### config.mk
export PLATFORM = sky130hd
export DESIGN_NAME = mac_array_acc
export DESIGN_NICKNAME = d
export VERILOG_FILES = /design/src/rtl/mac_pkg.sv /design/src/rtl/mac_sat_add.sv /design/src/rtl/mac_array_acc.sv
export SDC_FILE = /design/constraint.sdc
export NUM_CORES = 1
export LEC_CHECK = 0
export CAP_MARGIN = 10
export CORE_MARGIN = 5
export CORE_UTILIZATION = 63
export CTS_CLUSTER_DIAMETER = 50
export DETAILED_ROUTE_END_ITERATION = 6
export PLACE_DENSITY_LB_ADDON = 0.15
export SLEW_MARGIN = 20
export SYNTH_ARGS = -nofsm -noshare
export SYNTH_HDL_FRONTEND = slang
export SYNTH_SLANG_ARGS = --single-unit
### constraint.sdc
create_clock -name CLK -period 9.5 [get_ports CLK]
set_clock_uncertainty 0.05 [all_clocks]
set_input_delay 1.425 -clock CLK [delete_from_list [all_inputs] [get_ports CLK]]
set_output_delay 1.425 -clock CLK [all_outputs]
set_load 0.02 [all_outputs]
### src/rtl/mac_pkg.sv
// Shared constants and FSM state type for the MAC array accumulator.
package mac_pkg;

  localparam int MAC_NUM_LANES    = 4;
  localparam int MAC_LEN_DATA_IN  = 8;
  localparam int MAC_LEN_WEIGHT   = 8;
  localparam int MAC_LEN_DATA_OUT = 20;
  localparam int MAC_LEN_CNT      = 8;

  typedef enum logic [0:0] {
    IDLE  = 1'b0,
    ACCUM = 1'b1
  } mac_state_e;

  // Width needed to hold the exact signed sum of all lane products in one beat.
  function automatic int sum_width(input int lanes, input int dw, input int ww);
    return dw + ww + $clog2(lanes);
  endfunction

endpackage

### src/rtl/mac_sat_add.sv
// Accumulator step: one-bit-wider signed add with saturate-or-wrap and overflow flag.
module mac_sat_add #(
  parameter int W = 20
) (
  input  logic signed [W-1:0] acc,
  input  logic signed [W-1:0] addend,
  input  logic                sat_en,
  output logic signed [W-1:0] result,
  output logic                ovf
);

  localparam logic signed [W-1:0] MAX_VAL = {1'b0, {(W-1){1'b1}}};
  localparam logic signed [W-1:0] MIN_VAL = {1'b1, {(W-1){1'b0}}};

  logic [W:0] wide;

  // Add with a guard bit; a guard/MSB disagreement means the true sum left the W-bit range.
  always_comb begin
    wide   = {acc[W-1], acc} + {addend[W-1], addend};
    ovf    = wide[W] ^ wide[W-1];
    result = wide[W-1:0];
    if (ovf && sat_en) begin
      result = wide[W] ? MIN_VAL : MAX_VAL;
    end
  end

endmodule

### src/rtl/mac_array_acc.sv
// Multi-lane signed multiply-accumulate over a vector of beats with a
// single-entry registered result and valid/ready handshakes on both sides.
//
// state | meaning
// ------+---------------------------------------------------------------
// IDLE  | no partial vector; next accepted beat is a first beat
// ACCUM | partial vector held in acc_q; length/saturation mode latched
module mac_array_acc
  import mac_pkg::*;
#(
  parameter int NUM_LANES    = MAC_NUM_LANES,
  parameter int LEN_DATA_IN  = MAC_LEN_DATA_IN,
  parameter int LEN_WEIGHT   = MAC_LEN_WEIGHT,
  parameter int LEN_DATA_OUT = MAC_LEN_DATA_OUT,
  parameter int LEN_CNT      = MAC_LEN_CNT
) (
  input  logic                                CLK,
  input  logic                                SYNC_RST_B,
  input  logic                                IN_VALID,
  output logic                                IN_READY,
  input  logic [NUM_LANES*LEN_DATA_IN-1:0]    DATA_IN,
  input  logic [NUM_LANES*LEN_WEIGHT-1:0]     WEIGHT_INPUT,
  input  logic [LEN_CNT-1:0]                  ACC_LEN,
  input  logic                                SAT_EN,
  input  logic                                CLR,
  output logic                                OUT_VALID,
  input  logic                                OUT_READY,
  output logic signed [LEN_DATA_OUT-1:0]      DATA_OUT,
  output logic                                OUT_SAT
);

  localparam int SUM_W  = sum_width(NUM_LANES, LEN_DATA_IN, LEN_WEIGHT);
  localparam int PROD_W = LEN_DATA_IN + LEN_WEIGHT;

  mac_state_e state_q, state_nxt;

  logic signed [LEN_DATA_OUT-1:0] acc_q;
  logic [LEN_CNT-1:0]             cnt_q;
  logic                           sticky_q;
  logic [LEN_CNT-1:0]             len_q;
  logic                           sat_q;

  logic signed [LEN_DATA_IN-1:0]  d_lane;
  logic signed [LEN_WEIGHT-1:0]   w_lane;
  logic signed [PROD_W-1:0]       prod;
  logic signed [SUM_W-1:0]        beat_sum_full;
  logic signed [LEN_DATA_OUT-1:0] beat_sum;

  logic                           accept;
  logic                           last_beat;
  logic [LEN_CNT-1:0]             eff_len;
  logic                           sat_eff;
  logic signed [LEN_DATA_OUT-1:0] acc_sum;
  logic                           step_ovf;

  // Exact sum of all lane products, sign-extended to the accumulator width.
  always_comb begin
    d_lane        = '0;
    w_lane        = '0;
    prod          = '0;
    beat_sum_full = '0;
    for (int i = 0; i < NUM_LANES; i++) begin
      d_lane        = DATA_IN[i*LEN_DATA_IN +: LEN_DATA_IN];
      w_lane        = WEIGHT_INPUT[i*LEN_WEIGHT +: LEN_WEIGHT];
      prod          = d_lane * w_lane;
      beat_sum_full = beat_sum_full + SUM_W'(prod);
    end
    beat_sum = LEN_DATA_OUT'(beat_sum_full);
  end

  mac_sat_add #(
    .W (LEN_DATA_OUT)
  ) u_sat_add (
    .acc    (acc_q),
    .addend (beat_sum),
    .sat_en (sat_eff),
    .result (acc_sum),
    .ovf    (step_ovf)
  );

  // FSM state register.
  always_ff @(posedge CLK) begin
    if (!SYNC_RST_B) begin
      state_q <= IDLE;
    end else begin
      state_q <= state_nxt;
    end
  end

  // FSM next state: CLR aborts, otherwise an accepted beat opens or closes a vector.
  always_comb begin
    state_nxt = state_q;
    if (CLR) begin
      state_nxt = IDLE;
    end else if (accept) begin
      state_nxt = last_beat ? IDLE : ACCUM;
    end
  end

  // FSM outputs: handshake and the per-vector controls (live on a first beat, latched after).
  always_comb begin
    IN_READY  = (!OUT_VALID || OUT_READY) && !CLR;
    accept    = IN_VALID && IN_READY;
    if (state_q == IDLE) begin
      eff_len = (ACC_LEN == '0) ? LEN_CNT'(1) : ACC_LEN;
      sat_eff = SAT_EN;
    end else begin
      eff_len = len_q;
      sat_eff = sat_q;
    end
    last_beat = accept && (cnt_q == eff_len - LEN_CNT'(1));
  end

  // Accumulator, beat counter, sticky overflow and latched vector controls.
  always_ff @(posedge CLK) begin
    if (!SYNC_RST_B) begin
      acc_q    <= '0;
      cnt_q    <= '0;
      sticky_q <= 1'b0;
      len_q    <= '0;
      sat_q    <= 1'b0;
    end else if (CLR) begin
      acc_q    <= '0;
      cnt_q    <= '0;
      sticky_q <= 1'b0;
    end else if (accept) begin
      if (state_q == IDLE) begin
        len_q <= eff_len;
        sat_q <= SAT_EN;
      end
      if (last_beat) begin
        acc_q    <= '0;
        cnt_q    <= '0;
        sticky_q <= 1'b0;
      end else begin
        acc_q    <= acc_sum;
        cnt_q    <= cnt_q + LEN_CNT'(1);
        sticky_q <= sticky_q | step_ovf;
      end
    end
  end

  // Result register: a new result loads even while the old one is being consumed.
  always_ff @(posedge CLK) begin
    if (!SYNC_RST_B) begin
      DATA_OUT  <= '0;
      OUT_SAT   <= 1'b0;
      OUT_VALID <= 1'b0;
    end else if (last_beat) begin
      DATA_OUT  <= acc_sum;
      OUT_SAT   <= sticky_q | step_ovf;
      OUT_VALID <= 1'b1;
    end else if (OUT_READY) begin
      OUT_VALID <= 1'b0;
    end
  end

endmodule

# Word level (Yosys, flattened, before mapping)
# Index checks and enable logic that the tools add are counted.
# totals
ff_bits,61
in_bits,78
out_inout_bits,23
# classes
n_bitwise,5
mux,11
n_mul,4
addsub,6
n_reduce_logical,12
n_eq_ne,1
# op_table
operator,n
8-bit by 8-bit multiplier with 16-bit output,4
20-bit two-way mux,3
8-bit two-way mux,3
20-bit by 18-bit adder with 21-bit output,1
17-bit by 16-bit adder with 18-bit output,1
18-bit by 16-bit adder with 18-bit output,1
16-bit by 16-bit adder with 17-bit output,1
"8-bit by 1-bit adder with 8-bit output, second input constant",1
8-bit equality test,1
8-bit logical NOT,1
"8-bit by 1-bit subtractor with 8-bit output, second input constant",1
1-bit two-way mux,5
1-bit logical AND,4
1-bit NOT,3
3-bit AND reduction,1
1-bit logical NOT,2
2-bit AND reduction,1
2-bit nonzero test,1
2-bit OR reduction,1
1-bit logical OR,1
1-bit OR,1
1-bit bitwise XOR,1

# Logic depth before layout (Yosys ltp)
# Gate-level depths: netlist of the first run.
# logic_depth
ltp_word,9
mapped_depth,29
mapped_depth_nobuf,26

# Cells and area by module
# From an unflattened synthesis of the first run, not the netlist that was laid out.
# unflattened
cells_unflattened,1632
hier_area_um2,15083.2
# by_module_without_submodules
mod,instances,area_per_inst_um2,cells_each
mac_array_acc,1,13694.4,1432
mac_sat_add,1,1388.8,200

# Least setup slack after synthesis of the first run
# No wires, ideal clock.
# synth_path
path_kind,input-to-reg
start,input port WEIGHT_INPUT[0]
end,register acc_q[11]
setup_slack_ps,833
path_stages,25
required_ps,9376
path_buffers,1
t_arrival_ps,8543
cell_sequence,nand2_1 > fa_1 > fa_1 > inv_1 > fa_1 > inv_1 > fa_1 > inv_1 > fa_1 > fa_1 > fa_1 > inv_1 > fa_1 > inv_1 > ha_1 > and3_1 > a221o_1 > or3_4 > nor2_2 > o2bb2ai_2 > xnor2_2 > mux2i_4 > buf_6 > nand3b_1 > a31oi_1
# synth_between
elab_chain_len,9
word_cells_on_any_way,10
cone_classes,add/sub (4); mul (1); mux (3); bitwise (1); reduce/logical (1)
# synth_lines
element,line_no,text
"start, declared",mac_array_acc.sv:22,"input logic [NUM_LANES*LEN_WEIGHT-1:0] WEIGHT_INPUT,"
8-bit by 8-bit multiplier with 16-bit output *,mac_array_acc.sv:65,prod = d_lane * w_lane;
16-bit by 16-bit adder with 17-bit output *,mac_array_acc.sv:66,beat_sum_full = beat_sum_full + SUM_W'(prod);
17-bit by 16-bit adder with 18-bit output *,mac_array_acc.sv:66,
18-bit by 16-bit adder with 18-bit output *,mac_array_acc.sv:66,
20-bit by 18-bit adder with 21-bit output *,mac_sat_add.sv:19,"wide = {acc[W-1], acc} + {addend[W-1], addend};"
1-bit bitwise XOR,mac_sat_add.sv:20,ovf = wide[W] ^ wide[W-1];
1-bit logical AND,mac_sat_add.sv:22,if (ovf && sat_en) begin
20-bit two-way mux *,mac_sat_add.sv:22,
20-bit two-way mux *,mac_array_acc.sv:131,if (last_beat) begin
"end signal, assigned",mac_array_acc.sv:136,acc_q <= acc_sum;
"end, declared",mac_array_acc.sv:37,logic signed [LEN_DATA_OUT-1:0] acc_q;
# Every way passes the cells marked *; elsewhere a longest branch is shown, timed or not.
# A chain may end at the register's enable or synchronous reset.

# Worst setup path after layout of the first run
# layout_path
start,input port WEIGHT_INPUT[2]
end,register acc_q[5]
# Same word-level chain as after synthesis.

==> results.md, run 1 <==
- Core area: 0.0235 mm²
- Final period utilization: 96.3%
- Worst Hold Slack: 0.421 ns
- Area grow syn2layout: 12.4%
- Final HPWL DP: 29900 µm
- Syn_nets: 2147
- Clk slew on worst S/H paths: roughly 0.050 ns
- Total GRT Usage: between 20% and 30%
- Grt ovf: 0
- Status: complete, no violations
- Worst endpoint data arrival time: about 9.3 ns
- Grt met2 use: a little under half
- Final Wtd Congestion: 0.879
- Initial antenna violation count: 0
- Dpl cell area: 0.0167 mm²
- Chip Width: 165 µm
- Crit path from: WEIGHT_INPUT[2]
- Cells after Synth: approximately 1.6k
- Tightest Pin Transition: about 1.1 ns
- Hold path startpoint: len_q[7]
- Antenna Nets Post-Route: 0
- Post-Route Setup TNS: 0 ns
- Worst Path Max Fanout: 36
- DRC: 0
- Main synth FF type: dfxtp_1
- DR vias: between 10k and 15k
- Yosys cell types: 55
- Syn Std Cell Area: about 0.015 mm²
- Max Cap Viol: 0
- Initial Utilization: around 64%
- Wirelength per Cell: 16.4 µm
- Max Root-Sink Buffers: 2
- CTS root buffer: clkbuf_16
- Share of cells above drive strength 1: roughly 3.8%
- Crit path kind: in -> reg
- Yosys reg bits: 61
- DIE AREA: 0.0272 mm²
- Synth Warn #: 0
- Post-synthesis sequential area ratio: 8.06%
- Critical path capture point type: register
- Vias in the first global route: 11.9k
- CTS tree: built
- Synth async-reset ratio: 0%
- Final instance area: about 0.017 mm²
- Largest net degree at the start of global routing: 37
- DRT iter0 DRCs: 593
- Clock sink count: 61
- Detailed-router iteration count before antenna repair: 5
- N_diodes: 0
- # rows: 56
- Hold crit path type: reg -> reg
- Slew Limit Fails: 0
- Die Y-Extent: 165 µm
- F_max: 0.109 GHz
- GR Util met1: 36.6%
- CP required: 9.69 ns
- IO Port Bufs: 100
- CTS buffer count: 9
- Clock Latency Late Sink: roughly 0.33 ns
- Ports: 101
- CTS H-Tree Depth: 3
- Vias per Instance: 5.34
- Syn Area/Cell: 9.49 µm²
- Final setup fails: 0
- Critical path launch point type: primary input
- Layout Cells excl Fill: 2034
- Global-route met3 utilization: 4.37%
- Rel. slew slack: 27.9%
- Min Clock Period, post-route: 9.15 ns
- Setup Buffers After CTS: 0
- First-pass GRT wire length: 57700 µm
- GRT Max-Usage Layer: met2
- Number of synthesized flops with an enable pin: 0
- Drt total wl: 33400 µm
- Final Hold Fails: 0
- Unrepaired setup endpoints after global routing: no
- Final nets: 2262
- RR Startpoint: acc_q[14]
- Inst Count DP: 2019
final cells by class:
cell class	count	area [µm²]
multi-input cells	1083	12200
fillers	1837	6530
inverters	422	1580
repair buffers	134	1270
flip-flops and latches	61	1220
well taps	319	399
clock buffers	12	267
clock inverters	3	67.6
metrics by stage:
step                      utilization, %  setup WS [ns]
after floorplan                        -          0.833
after global placement              70.8        0.00570
after detailed placement            70.8         -0.168
after CTS                           72.2          0.168
after global routing                72.3         0.0475
final                               72.3          0.352
logic make-up (layout without fill, tap and decap cells):
| family | after synthesis | after routing | synth area share, % |
|---|---|---|---|
| AOI/OAI and AO/OA | 138 | 138 | 5.64 |
| xor gates and xnor gates | 38 | 38 | 2.25 |
| DFF | 61 | 61 | 8.06 |
| and+or+nand+nor | 420 | 420 | 14.2 |
| muxes | 14 | 14 | 1.03 |
| buffers and inverters | 452 | 571 | 11.4 |
| adders and majority gates | 473 | 473 | 57.4 |
critical path, stage by stage:
cell and delay [ns]:
clkdlybuf4s50_1 0.57, nand2_1 0.21, inv_1 0.11, fa_1 0.59
inv_1 0.15, buf_4 0.20, fa_1 0.48, inv_1 0.05
fa_1 0.46, fa_1 0.58, fa_1 0.45, fa_1 0.51
fa_1 0.49, inv_1 0.05, fa_1 0.47, inv_1 0.04
ha_1 0.31, and3_1 0.18, a221o_1 0.37, or3_4 0.36
nor2_2 0.10, o2bb2ai_2 0.13, xnor2_2 0.21, mux2i_4 0.32
buf_12 0.20, nand3_1 0.10, a31oi_1 0.22
sequential cells by signal (all words and copies together), names as in the netlist:
| signal | count |
|---|---|
| DATA_OUT | 20 |
| OUT_SAT | 1 |
| OUT_VALID | 1 |
| acc_q | 20 |
| cnt_q | 8 |
| len_q | 8 |
| sat_q | 1 |
| state_q | 1 |
| sticky_q | 1 |
metal layers:
| layer | vias to the layer above | routed length (µm) |
|---|---|---|
| met1 | 5571 | 13600 |
| li1 | 4970 | - |
| met2 | 285 | 17300 |
| met5 | - | 0 |
| met3 | 39 | 2010 |
| met4 | 0 | 480 |
Yosys cell counts (3+ instances only):
cell,instances,area [µm²]
and2_1,126,788
nand2b_1,22,138
ha_1,103,1290
nor2b_1,20,125
a21o_1,4,30.0
nand4b_1,3,26.3
nor3_1,15,75.1
mux2i_1,10,100
inv_1,422,1580
clkbuf_1,19,71.3
nand3_1,18,90.1
xnor2_1,29,254
xor2_1,8,70.1
o21a_1,6,45.0
mux2_2,3,33.8
nor2_2,3,18.8
a31oi_1,21,131
buf_6,3,33.8
nand2_1,152,571
and3_1,3,18.8
fa_1,370,7410
dfxtp_1,61,1220
buf_2,6,30.0
nand4_1,5,31.3
nor2_1,35,131
a211oi_1,6,45.0
nand3b_1,8,60.1
o21ai_0,35,175
a21oi_1,46,230
placed cells by master, fill, tap and decap left out, types with 34 or more instances in the layout:
| cell | count |
|---|---|
| o21ai_0 | 35 |
| fa_1 | 370 |
| clkdlybuf4s50_1 | 99 |
| a21oi_1 | 46 |
| and2_1 | 126 |
| ha_1 | 103 |
| nand2_1 | 152 |
| dfxtp_1 | 61 |
| inv_1 | 422 |
| nor2_1 | 34 |
worst paths after layout:
path / cells after the start / endpoint / slack, ns
min reg2reg: 2 / len_q[7] / 0.42
max: 27 / acc_q[5] / 0.35
max reg2reg: 25 / acc_q[5] / 2.10
min: 2 / len_q[7] / 0.42
what timing repair did:
action                                  4_1_cts  5_1_grt
hold buffers                                  0        0
endpoints found under the setup margin        0       36
resized for setup                             0        4
endpoints found under the hold margin         0        0
Power of run 1 is not shown: default switching activity piles up to over one toggle a cycle in this logic, so the estimate is an artifact.
==> run 2: changes to the inputs <==
--- a/config.mk
+++ b/config.mk
@@ -7,11 +7,12 @@
 export LEC_CHECK = 0
 export CAP_MARGIN = 10
 export CORE_MARGIN = 5
-export CORE_UTILIZATION = 63
+export CORE_UTILIZATION = 50
 export CTS_CLUSTER_DIAMETER = 50
 export DETAILED_ROUTE_END_ITERATION = 6
 export PLACE_DENSITY_LB_ADDON = 0.15
 export SLEW_MARGIN = 20
 export SYNTH_ARGS = -nofsm -noshare
 export SYNTH_HDL_FRONTEND = slang
+export SYNTH_HIERARCHICAL = 1
 export SYNTH_SLANG_ARGS = --single-unit
==> results.md, run 2 <==
- Status: complete, no violations
- Hold_buf cts: 0
- Synth async-reset ratio: 0%
- CTS tree: built
- Multi-input logic area: 0.0129 mm²
- Most common cell on crit path: buf_4
- Most common cell in the netlist: inv_1
- Worst stage delay on the critical path: about 0.58 ns
- First-pass GRT wire length: 61100 µm
- Most common cell after layout, fill and taps aside: inv_1
- Final nets: 2448
- Grt ovf: 0
- CP required: 9.67 ns
- CTS buffer count: 9
- Final period utilization: around 100%
- Critical path launch point type: primary input
- DIE AREA: approximately 0.034 mm²
- Chip Width: 184 µm
- Register area: between 0.001 and 0.0015 mm²
- Number of synthesized flops with an enable pin: 0
- Initial Utilization: approximately half
- DR vias: around 12k
- Detailed-router iteration count before antenna repair: 5
- Synth area leader: fa_1
- Vias per Instance: between 5 and 6
- Final Wtd Congestion: 0.884
- Cells after Synth: 1632
- Most frequent cells in the layout: 337 x inv_1, 306 x fa_1, 197 x buf_4, 166 x nand2_1, 124 x and2_1
- Critical path capture point type: register
- Compound-Gate Fraction of Synth Area: 8.45%
- Final Hold Fails: 0
- Synth cell count leaders: 363 x inv_1, 319 x fa_1, 180 x nand2_1, 144 x and2_1, 119 x ha_1
- Post-Route Setup TNS: 0 ns
- Largest regs: DATA_OUT (20), acc_q (20)
- Worst endpoint data arrival time: 9.62 ns
- Final setup fails: 0
- Area grow syn2layout: 25.6%
- Yosys top cell area share: roughly 42%
- Tightest Pin Transition: 1.09 ns
- Syn Std Cell Area: ~0.015 mm²
- Largest family of logic cells by synthesized area: adder cells
- Post-synthesis sequential area ratio: 8.10%
- Yosys cell types: 67
- Synth Warn #: 6
- CTS H-Tree Depth: 3
- Simple-Gate Fraction of Synth Area: 16.4%
- Yosys reg bits: 61
- Slew Limit Fails: 0
- Min Clock Period, post-route: around 9.5 ns
- Drt total wl: about 36000 µm
- Initial antenna violation count: 0
- Max Cap Viol: 0
- Largest net degree at the start of global routing: 45
- N_diodes: 0
- DRT iter0 DRCs: approximately 600
- Crit path kind: in -> reg
- # rows: 63
- Share of cells above drive strength 1: roughly 25%
- Final HPWL DP: 31500 µm
- Largest cells by area after synthesis: fa_1 42%, ha_1 9.9%, inv_1 9.0%, dfxtp_1 8.1%, and2_1 6.0%
- Post-Synth Adder-Cell Area: 52.2%
- Core area: between 0.02 and 0.03 mm²
- Hold crit path type: reg -> reg
- Unrepaired setup endpoints after global routing: yes
- Vias in the first global route: 12.4k
- CTS root buffer: clkbuf_16
- Rel. slew slack: 27.5%
- Antenna Nets Post-Route: 0
- Fillers: 2509
- Clock sink count: 61
- Syn Area/Cell: 9.24 µm²
- Critical path's slowest cell: fa_2
- Die Y-Extent: 184 µm
- Clk slew on worst S/H paths: roughly 0.060 ns
- Worst Hold Slack: between 0.4 and 0.5 ns
- CP delay by family, top: adder cells
- Syn_nets: 2148
- Main synth FF type: dfxtp_1
- F_max: between 0.1 and 0.15 GHz
- Post-Synth XOR/XNOR Area: 3.24%
- Mux cell area share after synthesis: 1.23%
- Total GRT Usage: 22.2%
- Max Root-Sink Buffers: 2
- Wirelength per Cell: around 16 µm
- DRC: 0
- Worst Path Max Fanout: 7
- IO Port Bufs: 100
- Clock Latency Late Sink: 0.33 ns
- Ports: 101
- WP buf/inv: 15
-- run 2: cell count changes after synthesis, sizes merged, moves of 14 or more --
cell	delta
inv	-59
ha	+16
a31oi	-16
nand2	+27
nand3	+17
a21boi	+20
and2	+18
a21oi	+14
fa	-51
-- run 2: repair_timing --
item                                    in CTS  in global routing
pin swaps                                   30                114
endpoints found under the setup margin      42                 42
cloned                                       1                  0
buffers inserted                             6                 16
gates resized for setup                    154                212
-- run 2: logic make-up (layout without fill, tap and decap cells) --
kind of cell | Yosys count | count (layout)
DFF | 61 | 61
adders and majority gates | 438 | 438
AOI/OAI and AO/OA | 176 | 176
and+or+nand+nor | 487 | 487
buffers and inverters | 397 | 702
muxes | 18 | 18
xor gates and xnor gates | 55 | 55
-- run 2: cell type report --
type	count	area share [%]
Sequential cell	61	6.45
Tap cell	390	2.58
Clock inverter	7	0.727
Inverter	363	7.21
Multi-Input combinational cell	1174	68.0
Clock buffer	9	1.19
Timing Repair Buffer	323	13.8
-- run 2: path summary, 6_finish.rpt --
kind | start | to | slack [ns] | cells past startpoint
max | DATA_IN[30] | OUT_SAT | 0.05 | 38
min | DATA_OUT[0] | DATA_OUT[0] | 0.41 | 2
min reg2reg | DATA_OUT[0] | DATA_OUT[0] | 0.41 | 2
max reg2reg | state_q | cnt_q[6] | 5.37 | 12
-- run 2: per-stage QoR --
step	instances	area (µm²)	worst slack [ns]	utilization, %
finish	2327	18900	0.0493	63.7
global route	2327	18900	-0.291	63.7
detailed placement	2289	17900	-0.811	60.3
global placement	2289	17900	-0.745	60.3
floorplan	1632	15100	0.213	-
CTS	2312	18600	-0.0262	62.6
-- run 2: per-layer routing --
| metal | vias up | track usage (%) | wire, µm |
|---|---|---|---|
| li1 | 5607 | - | - |
| met1 | 5911 | 32.5 | 16500 |
| met2 | 243 | 36.5 | 17500 |
| met3 | 24 | 3.19 | 1960 |
| met4 | 0 | 2.18 | 279 |
| met5 | - | 0 | 0 |
-- run 2: worst min-delay path: stages (launching register included) --
cell      delay (ns)
dfxtp_1         0.31
nand2_1         0.05
a21boi_1        0.05
Power of run 2 is left out for the same reason.
